==> src/rtl/vscale_hasti_sram_mp_pkg.sv <==
// HASTI constants, port FSM states and transfer helpers
// shared by the multi-port SRAM slice.
package vscale_hasti_sram_mp_pkg;

  localparam logic [1:0] HASTI_TRANS_IDLE   = 2'd0;
  localparam logic [1:0] HASTI_TRANS_BUSY   = 2'd1;
  localparam logic [1:0] HASTI_TRANS_NONSEQ = 2'd2;
  localparam logic [1:0] HASTI_TRANS_SEQ    = 2'd3;

  localparam logic HASTI_RESP_OKAY  = 1'b0;
  localparam logic HASTI_RESP_ERROR = 1'b1;

  localparam logic [2:0] HASTI_SIZE_WORD = 3'd2;

  typedef enum logic [1:0] {
    S_IDLE,
    S_DATA,
    S_ERR1,
    S_ERR2
  } port_state_e;

  function automatic logic is_xfer(logic [1:0] t);
    logic r;
    r = 1'b0;
    case (t)
      HASTI_TRANS_IDLE,
      HASTI_TRANS_BUSY:   r = 1'b0;
      HASTI_TRANS_NONSEQ,
      HASTI_TRANS_SEQ:    r = 1'b1;
      default:            r = 1'b0;
    endcase
    return r;
  endfunction

  function automatic logic [3:0] byte_mask(
    logic [2:0] size,
    logic [1:0] off
  );
    logic [3:0] m;
    case (size)
      3'd0:    m = 4'h1;
      3'd1:    m = 4'h3;
      default: m = 4'hF;
    endcase
    return m << off;
  endfunction

  function automatic logic is_legal(
    logic [2:0]  size,
    logic [31:0] addr,
    logic [31:0] nwords
  );
    logic al;
    case (size)
      3'd0:            al = 1'b1;
      3'd1:            al = ~addr[0];
      HASTI_SIZE_WORD: al = (addr[1:0] == 2'b00);
      default:         al = 1'b0;
    endcase
    return al && ({2'b00, addr[31:2]} < nwords);
  endfunction

endpackage

==> src/rtl/vscale_hasti_sram_mp_if.sv <==
// Flattened per-port HASTI bus bundle; port i occupies
// slice i of every vector.
interface vscale_hasti_sram_mp_if #(
  parameter int NPORTS = 2
);
  logic [NPORTS*32-1:0] haddr;
  logic [NPORTS-1:0]    hwrite;
  logic [NPORTS*3-1:0]  hsize;
  logic [NPORTS*3-1:0]  hburst;
  logic [NPORTS-1:0]    hmastlock;
  logic [NPORTS*4-1:0]  hprot;
  logic [NPORTS*2-1:0]  htrans;
  logic [NPORTS*32-1:0] hwdata;
  logic [NPORTS*32-1:0] hrdata;
  logic [NPORTS-1:0]    hready;
  logic [NPORTS-1:0]    hresp;

  modport master (
    output haddr, hwrite, hsize, hburst,
    output hmastlock, hprot, htrans, hwdata,
    input  hrdata, hready, hresp
  );

  modport slave (
    input  haddr, hwrite, hsize, hburst,
    input  hmastlock, hprot, htrans, hwdata,
    output hrdata, hready, hresp
  );
endinterface

==> src/rtl/vscale_hasti_sram_port.sv <==
// One HASTI slave port: address-phase registers, legality
// check and the two-cycle error response FSM.
module vscale_hasti_sram_port
  import vscale_hasti_sram_mp_pkg::*;
#(
  parameter int NWORDS = 32,
  parameter int AW     = 5
) (
  input  logic          hclk,
  input  logic          hresetn,
  input  logic [31:0]   haddr,
  input  logic          hwrite,
  input  logic [2:0]    hsize,
  input  logic [1:0]    htrans,
  output logic          hready,
  output logic          hresp,
  output logic [AW-1:0] waddr,
  output logic [3:0]    wmask,
  output logic          wen,
  output logic          rvalid
);

  port_state_e state;
  logic        xfer;
  logic        legal;

  assign xfer  = is_xfer(htrans);
  assign legal = is_legal(hsize, haddr, 32'(NWORDS));

  always_ff @(posedge hclk or negedge hresetn) begin
    if (!hresetn) begin
      state  <= S_IDLE;
      hready <= 1'b1;
      hresp  <= HASTI_RESP_OKAY;
      waddr  <= '0;
      wmask  <= '0;
      wen    <= 1'b0;
      rvalid <= 1'b0;
    end else if (state == S_ERR1) begin
      // hready is low here, so the address bus is not sampled
      state  <= S_ERR2;
      hready <= 1'b1;
      hresp  <= HASTI_RESP_ERROR;
      wen    <= 1'b0;
      rvalid <= 1'b0;
    end else if (xfer && legal) begin
      state  <= S_DATA;
      hready <= 1'b1;
      hresp  <= HASTI_RESP_OKAY;
      waddr  <= haddr[AW+1:2];
      wmask  <= byte_mask(hsize, haddr[1:0]);
      wen    <= hwrite;
      rvalid <= ~hwrite;
    end else if (xfer) begin
      state  <= S_ERR1;
      hready <= 1'b0;
      hresp  <= HASTI_RESP_ERROR;
      wen    <= 1'b0;
      rvalid <= 1'b0;
    end else begin
      state  <= S_IDLE;
      hready <= 1'b1;
      hresp  <= HASTI_RESP_OKAY;
      wen    <= 1'b0;
      rvalid <= 1'b0;
    end
  end

endmodule

==> src/rtl/vscale_hasti_sram_mp.sv <==
// Multi-port zero-wait HASTI SRAM with byte-merged,
// lowest-port-wins simultaneous writes.
module vscale_hasti_sram_mp #(
  parameter int NPORTS = 2,
  parameter int NWORDS = 32
) (
  input logic                   hclk,
  input logic                   hresetn,
  vscale_hasti_sram_mp_if.slave bus
);

  localparam int AW = (NWORDS > 1) ? $clog2(NWORDS) : 1;

  logic [31:0]       mem [NWORDS];
  logic [AW-1:0]     waddr [NPORTS];
  logic [3:0]        wmask [NPORTS];
  logic [NPORTS-1:0] wen;
  logic [NPORTS-1:0] rvalid;
  logic [NPORTS-1:0] hready_w;
  logic [NPORTS-1:0] hresp_w;
  logic [NPORTS*32-1:0] hrdata_w;
  logic              unused_ok;

  assign unused_ok = ^{bus.hburst, bus.hmastlock, bus.hprot};

  for (genvar i = 0; i < NPORTS; i++) begin : g_port
    vscale_hasti_sram_port #(
      .NWORDS (NWORDS),
      .AW     (AW)
    ) u_port (
      .hclk    (hclk),
      .hresetn (hresetn),
      .haddr   (bus.haddr[32*i +: 32]),
      .hwrite  (bus.hwrite[i]),
      .hsize   (bus.hsize[3*i +: 3]),
      .htrans  (bus.htrans[2*i +: 2]),
      .hready  (hready_w[i]),
      .hresp   (hresp_w[i]),
      .waddr   (waddr[i]),
      .wmask   (wmask[i]),
      .wen     (wen[i]),
      .rvalid  (rvalid[i])
    );
  end

  assign bus.hready = hready_w;
  assign bus.hresp  = hresp_w;
  assign bus.hrdata = hrdata_w;

  // Highest port first so lower ports overwrite shared lanes
  always_ff @(posedge hclk) begin
    for (int i = NPORTS - 1; i >= 0; i--) begin
      if (wen[i]) begin
        for (int b = 0; b < 4; b++) begin
          if (wmask[i][b])
            mem[waddr[i]][8*b +: 8] <=
              bus.hwdata[32*i + 8*b +: 8];
        end
      end
    end
  end

  always_comb begin
    hrdata_w = '0;
    for (int i = 0; i < NPORTS; i++) begin
      if (rvalid[i])
        hrdata_w[32*i +: 32] = mem[waddr[i]];
    end
  end

endmodule

==> src/flat_wrapper.sv <==
// flat-port wrapper written by rule: the top's interface ports become plain ports
module vscale_hasti_sram_mp_flat 
#(
  parameter int NPORTS = 2,
  parameter int NWORDS = 32
)
  (hclk, hresetn, bus_haddr, bus_hwrite, bus_hsize, bus_hburst, bus_hmastlock, bus_hprot, bus_htrans, bus_hwdata, bus_hrdata, bus_hready, bus_hresp);
  vscale_hasti_sram_mp_if #(.NPORTS(NPORTS)) bus_i ();
  input logic hclk;
  input logic hresetn;
  input wire logic [$bits(bus_i.haddr)-1:0] bus_haddr;
  input wire logic [$bits(bus_i.hwrite)-1:0] bus_hwrite;
  input wire logic [$bits(bus_i.hsize)-1:0] bus_hsize;
  input wire logic [$bits(bus_i.hburst)-1:0] bus_hburst;
  input wire logic [$bits(bus_i.hmastlock)-1:0] bus_hmastlock;
  input wire logic [$bits(bus_i.hprot)-1:0] bus_hprot;
  input wire logic [$bits(bus_i.htrans)-1:0] bus_htrans;
  input wire logic [$bits(bus_i.hwdata)-1:0] bus_hwdata;
  output wire logic [$bits(bus_i.hrdata)-1:0] bus_hrdata;
  output wire logic [$bits(bus_i.hready)-1:0] bus_hready;
  output wire logic [$bits(bus_i.hresp)-1:0] bus_hresp;
  assign bus_i.haddr = bus_haddr;
  assign bus_i.hwrite = bus_hwrite;
  assign bus_i.hsize = bus_hsize;
  assign bus_i.hburst = bus_hburst;
  assign bus_i.hmastlock = bus_hmastlock;
  assign bus_i.hprot = bus_hprot;
  assign bus_i.htrans = bus_htrans;
  assign bus_i.hwdata = bus_hwdata;
  assign bus_hrdata = bus_i.hrdata;
  assign bus_hready = bus_i.hready;
  assign bus_hresp = bus_i.hresp;
  vscale_hasti_sram_mp #(.NPORTS(NPORTS), .NWORDS(NWORDS)) u_core (.hclk(hclk), .hresetn(hresetn), .bus(bus_i));
endmodule
==> config.mk <==
export PLATFORM = sky130hd
export DESIGN_NAME = vscale_hasti_sram_mp_flat
export DESIGN_NICKNAME = d
export VERILOG_FILES = /design/src/rtl/vscale_hasti_sram_mp_pkg.sv /design/src/rtl/vscale_hasti_sram_mp_if.sv /design/src/rtl/vscale_hasti_sram_port.sv /design/src/rtl/vscale_hasti_sram_mp.sv /design/src/flat_wrapper.sv
export SDC_FILE = /design/constraint.sdc
export NUM_CORES = 2
export LEC_CHECK = 0
export CORE_MARGIN = 8
export CORE_UTILIZATION = 25
export DETAILED_ROUTE_END_ITERATION = 8
export DONT_BUFFER_PORTS = 1
export PLACE_DENSITY_LB_ADDON = 0.25
export SLEW_MARGIN = 30
export SYNTH_ARGS = -nofsm -noshare
export SYNTH_HDL_FRONTEND = slang
export SYNTH_SLANG_ARGS = --single-unit
==> constraint.sdc <==
create_clock -name hclk -period 3.21 [get_ports hclk]
set_input_delay 0.642 -clock hclk [delete_from_list [all_inputs] [get_ports hclk]]
set_output_delay 0.642 -clock hclk [all_outputs]
set_load 0.02 [all_outputs]
After elaboration in Yosys (flattened, before gate mapping)
Memory sizes are Yosys's and may differ from the RTL's. Cells that the tools add are included.

Multiply operators: 0. Equal/unequal tests: 12. Bitwise gates (word level): 6. Mux-type cells: 62. Add/sub/neg operators: 0. Order comparisons: 2. Divide/modulo/power cells: 0. Reduce and logical (&&, ||, !) cells: 16. Shifts and indexed selects: 2.

Operators with widths (count): $mux W32 (2); $lt A30 B6 Y1 const B (2); $mux W1 (44); $mux W4 (4); $pmux W4 S2 (2); $eq A2 B2 Y1 const B (6); $mux W2 (6); $logic_not A2 Y1 (4); $reduce_or A2 Y1 (4); $shl A4 B2 Y4 (2); $eq A3 B1 Y1 const B (2); $eq A3 B2 Y1 const B (2); $logic_not A3 Y1 (2); $not A1 Y1 (6); $pmux W1 S3 (2); $eq A2 B1 Y1 const B (2); $logic_and A1 B1 Y1 (4); $pmux W1 S2 (2); $reduce_and A2 Y1 (2).

Memories: 1. Bits in latches: 0. Output and inout port bits: 68. Bits in writable memories: 1024. Bits in read-only memories: 0. Register bits after elaboration: 30.

Memory list: u_core.mem (words 32, bits a word 32, read ports 2, clocked after Yosys merged registers in 0, write ports 2, RTL line vscale_hasti_sram_mp.sv:14) `logic [31:0] mem [NWORDS];`.

Logic depth before layout (Yosys ltp)
Word-level depth: 7. Gate-level depth with buffers: 8. Gate-level depth less buffers: 4.

By module
A second synthesis with hierarchy kept.

Cells, all modules: 4744. Area total of the unflattened synthesis: 63056.7 um^2.

Modules (own cells, without submodules): vscale_hasti_sram_mp (area each 61670.4 um^2, cells an instance 4638, seq. area each 30749.5 um^2, instances 1); vscale_hasti_sram_port (area each 693.2 um^2, cells an instance 53, seq. area each 351.6 um^2, instances 2).

Least setup slack after synthesis
No wires, ideal clock.

Kind: flip-flop to output port. Start point: register u_core.g_port[0].u_port.waddr[0]. End point: output port bus_hrdata[11]. Stages on the path, launching flop included: 8. Path slack: 0.491 ns. Arrival: 2.077 ns. Required time: 2.568 ns. Buffers on the path: 3. Cells stage by stage: dfrtp_1 -> buf_6 -> or4b_1 -> clkbuf_1 -> buf_2 -> o22ai_1 -> nor4_1 -> a21boi_0.

Longest elaborated chain between the ends: 2.

Ends and longest elaborated chain: start, declared (RTL line vscale_hasti_sram_port.sv:17) `output logic [AW-1:0] waddr,`; start signal, assigned (RTL line vscale_hasti_sram_port.sv:50) `waddr <= haddr[AW+1:2];`; $mem_v2 Z32 W32; $mux W32 (RTL line vscale_hasti_sram_mp.sv:66) `if (rvalid[i])`; end, declared (RTL line flat_wrapper.sv:19) `output wire logic [$bits(bus_i.hrdata)-1:0] bus_hrdata;`.

No other way between the ends.

Worst setup path in the final report
Start point: register u_core.g_port[0].u_port.waddr[1]. End point: output port bus_hrdata[3].

Same word-level chain as after synthesis.

==> flow_summary.json <==
{
  "root_buffer": "clkbuf_16",
  "path_clk_slew_ps": 60,
  "timing.fmax_mhz": 260,
  "syn_area_per_cell_sq_um": 13.3,
  "status": "complete, but fails checks",
  "clkLatencyLatePin_ps": 790,
  "required_ps": 2570,
  "overflow": 0,
  "antenna_found_initial": 24,
  "wl_per_cell_um": 34.3,
  "cp_max_fo": 10,
  "totalWireLength_um": 296000,
  "die_w_um": 519,
  "area_growth_pct": 33.0,
  "worstMarginPinSlew_ps": 1040,
  "finish.utilization_pct": 33.5,
  "hold_viol_final": 0,
  "row_count": 184,
  "max_cap_violations": 0,
  "post-route-period-util_pct": 120,
  "synth_area_leaders": "edfxtp_1, mux2_2, mux2i_1",
  "critPathArrivalTime_ps": 3200,
  "fin_setup_tns_ps": -39390,
  "multiInputGateArea_sq_um": 34900,
  "relSlewSlack_pct": 30.2,
  "drc": 1,
  "regArea_sq_um": 31500,
  "cp-end-kind": "primary output",
  "io_buffers": 0,
  "startpoint_type": "flop",
  "final.setup.worst_slack_ps": -632,
  "fill_cells": 24567,
  "synth-seq-cells": 1052,
  "drt_iter0_markers": 6153,
  "rsz0062_at_grt": "true",
  "cts_sinks": 1052,
  "ys_seq_area_share_pct": 49.7,
  "die_h_um": 519,
  "power_density_nw_per_um2": 359,
  "first_global_vias": 47469,
  "dp.cells": 8165,
  "grt_pass1_wl_um": 392000,
  "final-setup-viol-count": 179,
  "path_class": "flop to primary output",
  "place_hpwl_um": 198000,
  "ir_drop_mv": 0.457,
  "power.leakage_nw": 25.9,
  "hold_class": "input port to flop",
  "netlist_area_sq_um": 63300,
  "grtUsageTotal_pct": 20.4,
  "yosys-top-cells-count": "edfxtp_1, mux2i_1, mux2_2, o22ai_1, clkbuf_1",
  "nets": 5340,
  "vias_per_cell": 5.62,
  "core_sq_um": 252000,
  "final_cells": 8639,
  "whs_ps": 61.1,
  "gp_congestion": 0.881,
  "syn-num-nets": 4908,
  "ys_types": 55,
  "ys_async_sr_fraction_pct": 2.66,
  "netlist_instances": 4750,
  "yosysTopAreaCellShare_pct": 48.6,
  "clock_path_buffers": 3,
  "vias": 48552,
  "finalMaxSlewViolations": 0,
  "htreeDepth": 3,
  "ys.flop_type": "edfxtp_1",
  "synth_edf_count": 1024,
  "yosysWarnings": 0,
  "num_io_pins": 226,
  "dieArea_sq_um": 270000,
  "fin_crit_ps": 3840,
  "grt_max_degree": 33,
  "ant_nets": 0,
  "fin_skew_ps": 42.9,
  "final_layout_size_suffix_gt1_share_pct": 53.5,
  "placed_cell_area_sq_um": 71000,
  "fin_area_sq_um": 84200,
  "first_pass_iters": 7,
  "start_util_pct": 25.2,
  "cts_buffers": 120,
  "cts_tree": "built",
  "violations": "DRC, setup timing",
  "yosys.area.top_type": "edfxtp_1"
}
==> sequential cells by signal (all words and copies together) (netlist names) <==
| register | cells |
|---|---|
| u_core.g_port.u_port.hready | 2 |
| u_core.g_port.u_port.hresp | 2 |
| u_core.g_port.u_port.rvalid | 2 |
| u_core.g_port.u_port.state | 2 |
| u_core.g_port.u_port.waddr | 10 |
| u_core.g_port.u_port.wen | 2 |
| u_core.g_port.u_port.wmask | 8 |
| u_core.mem | 1024 |
==> through the flow <==
stage	total power [mW]	worst slack, ps
finish	30.2	-632
global route	30.9	-660
CTS	30.4	-610
detailed placement	16.1	-374
global placement	16.0	-355
floorplan	16.3	491
==> final timing paths <==
check | from | to | slack, ps | cells past startpoint
worst max register to register | u_core.g_port[0].u_port.waddr[1]$_DFFE_PN0P_ | u_core.mem[21][29]$_DFFE_PP_ | -170 | 10
worst min-delay path | bus_hwdata[61] | u_core.mem[26][29]$_DFFE_PP_ | 60 | 1
worst min register to register | u_core.g_port[0].u_port.state[0]$_DFF_PN0_ | u_core.g_port[0].u_port.hready$_DFF_PN1_ | 560 | 2
max in group asynchronous | hresetn | u_core.g_port[0].u_port.hready$_DFF_PN1_ | 2490 | 2
min in group asynchronous | hresetn | u_core.g_port[0].u_port.wmask[0]$_DFFE_PN0P_ | 450 | 2
worst max-delay path | u_core.g_port[0].u_port.waddr[1]$_DFFE_PN0P_ | bus_hrdata[3] | -630 | 9
==> cell families (layout without fill, tap and decap cells) <==
logic type | count (synthesis) | in the layout | synth area share [%]
other | 0 | 6 | 0
multiplexers | 2066 | 2066 | 34.7
AO/OA/AOI/OAI | 720 | 720 | 7.19
AND/OR/NAND/NOR | 397 | 397 | 4.77
flip-flops | 1052 | 1052 | 49.7
buffers and inverters | 515 | 1050 | 3.63
==> critical path: stages (launching register included) <==
cell	delay, ps
dfrtp_4	430
buf_12	170
buf_16	210
buf_6	160
mux2i_2	300
o22ai_1	140
nor4_2	440
a21boi_2	180
buf_4	170
buf_4	140
==> where the power goes <==
group | total, mW | switching (mW) | internal, mW | leakage, nW
Combinational | 0.712 | 0.201 | 0.511 | 14.4
Sequential | 15.1 | 0.0320 | 15.1 | 9.55
Clock | 14.4 | 6.15 | 8.24 | 1.95
Total | 30.2 | 6.39 | 23.8 | 25.9
==> area by class of cell <==
type	count	area share (%)
tap	3348	4.97
inverter	2	0.00891
sequential	1052	37.4
clock buffer	155	3.92
timing repair buffer	823	11.5
multi-input combinational	3183	41.4
clock inverter	70	0.793
antenna	6	0.0178
==> cells in the final DEF, fill, tap and decap left out, drive strengths merged, types with 3 or more instances in the layout <==
master | Yosys | layout
bufinv | 0 | 13
diode | 0 | 6
edfxtp | 1024 | 1024
mux2i | 1024 | 1024
dfrtp | 26 | 26
buf | 195 | 784
nor2 | 108 | 108
a21oi | 4 | 4
nand4b | 10 | 10
mux2 | 1042 | 1042
nand2b | 4 | 4
nor3 | 4 | 4
nand4bb | 12 | 12
a21boi | 64 | 64
nor4 | 140 | 140
nor2b | 7 | 7
dlygate4sd3 | 0 | 15
nand3b | 5 | 5
clkinvlp | 0 | 3
nand3 | 18 | 18
or4 | 4 | 4
nand4 | 9 | 9
nand2 | 49 | 49
and2 | 8 | 8
or4b | 8 | 8
clkbuf | 318 | 174
o21ai | 36 | 36
o22ai | 608 | 608
bufbuf | 0 | 5
clkinv | 0 | 54
==> routing by layer <==
metal	GRT usage [%]	up-vias	routed length [um]
met5	0	-	0
met4	7.10	0	12600
met3	4.28	585	26500
met2	31.9	2688	132000
met1	27.9	25387	125000
li1	-	19892	-
==> what timing repair did <==
action                                 CTS  global route
pin swaps                               84           162
setup endpoints to repair               64           118
hold buffers                            16             0
resized for setup                      581           571
endpoints found under the hold margin   48             0
setup buffers                           67           134
gates cloned                            30            21
No activity file was read; power rests on OpenSTA's default activity.
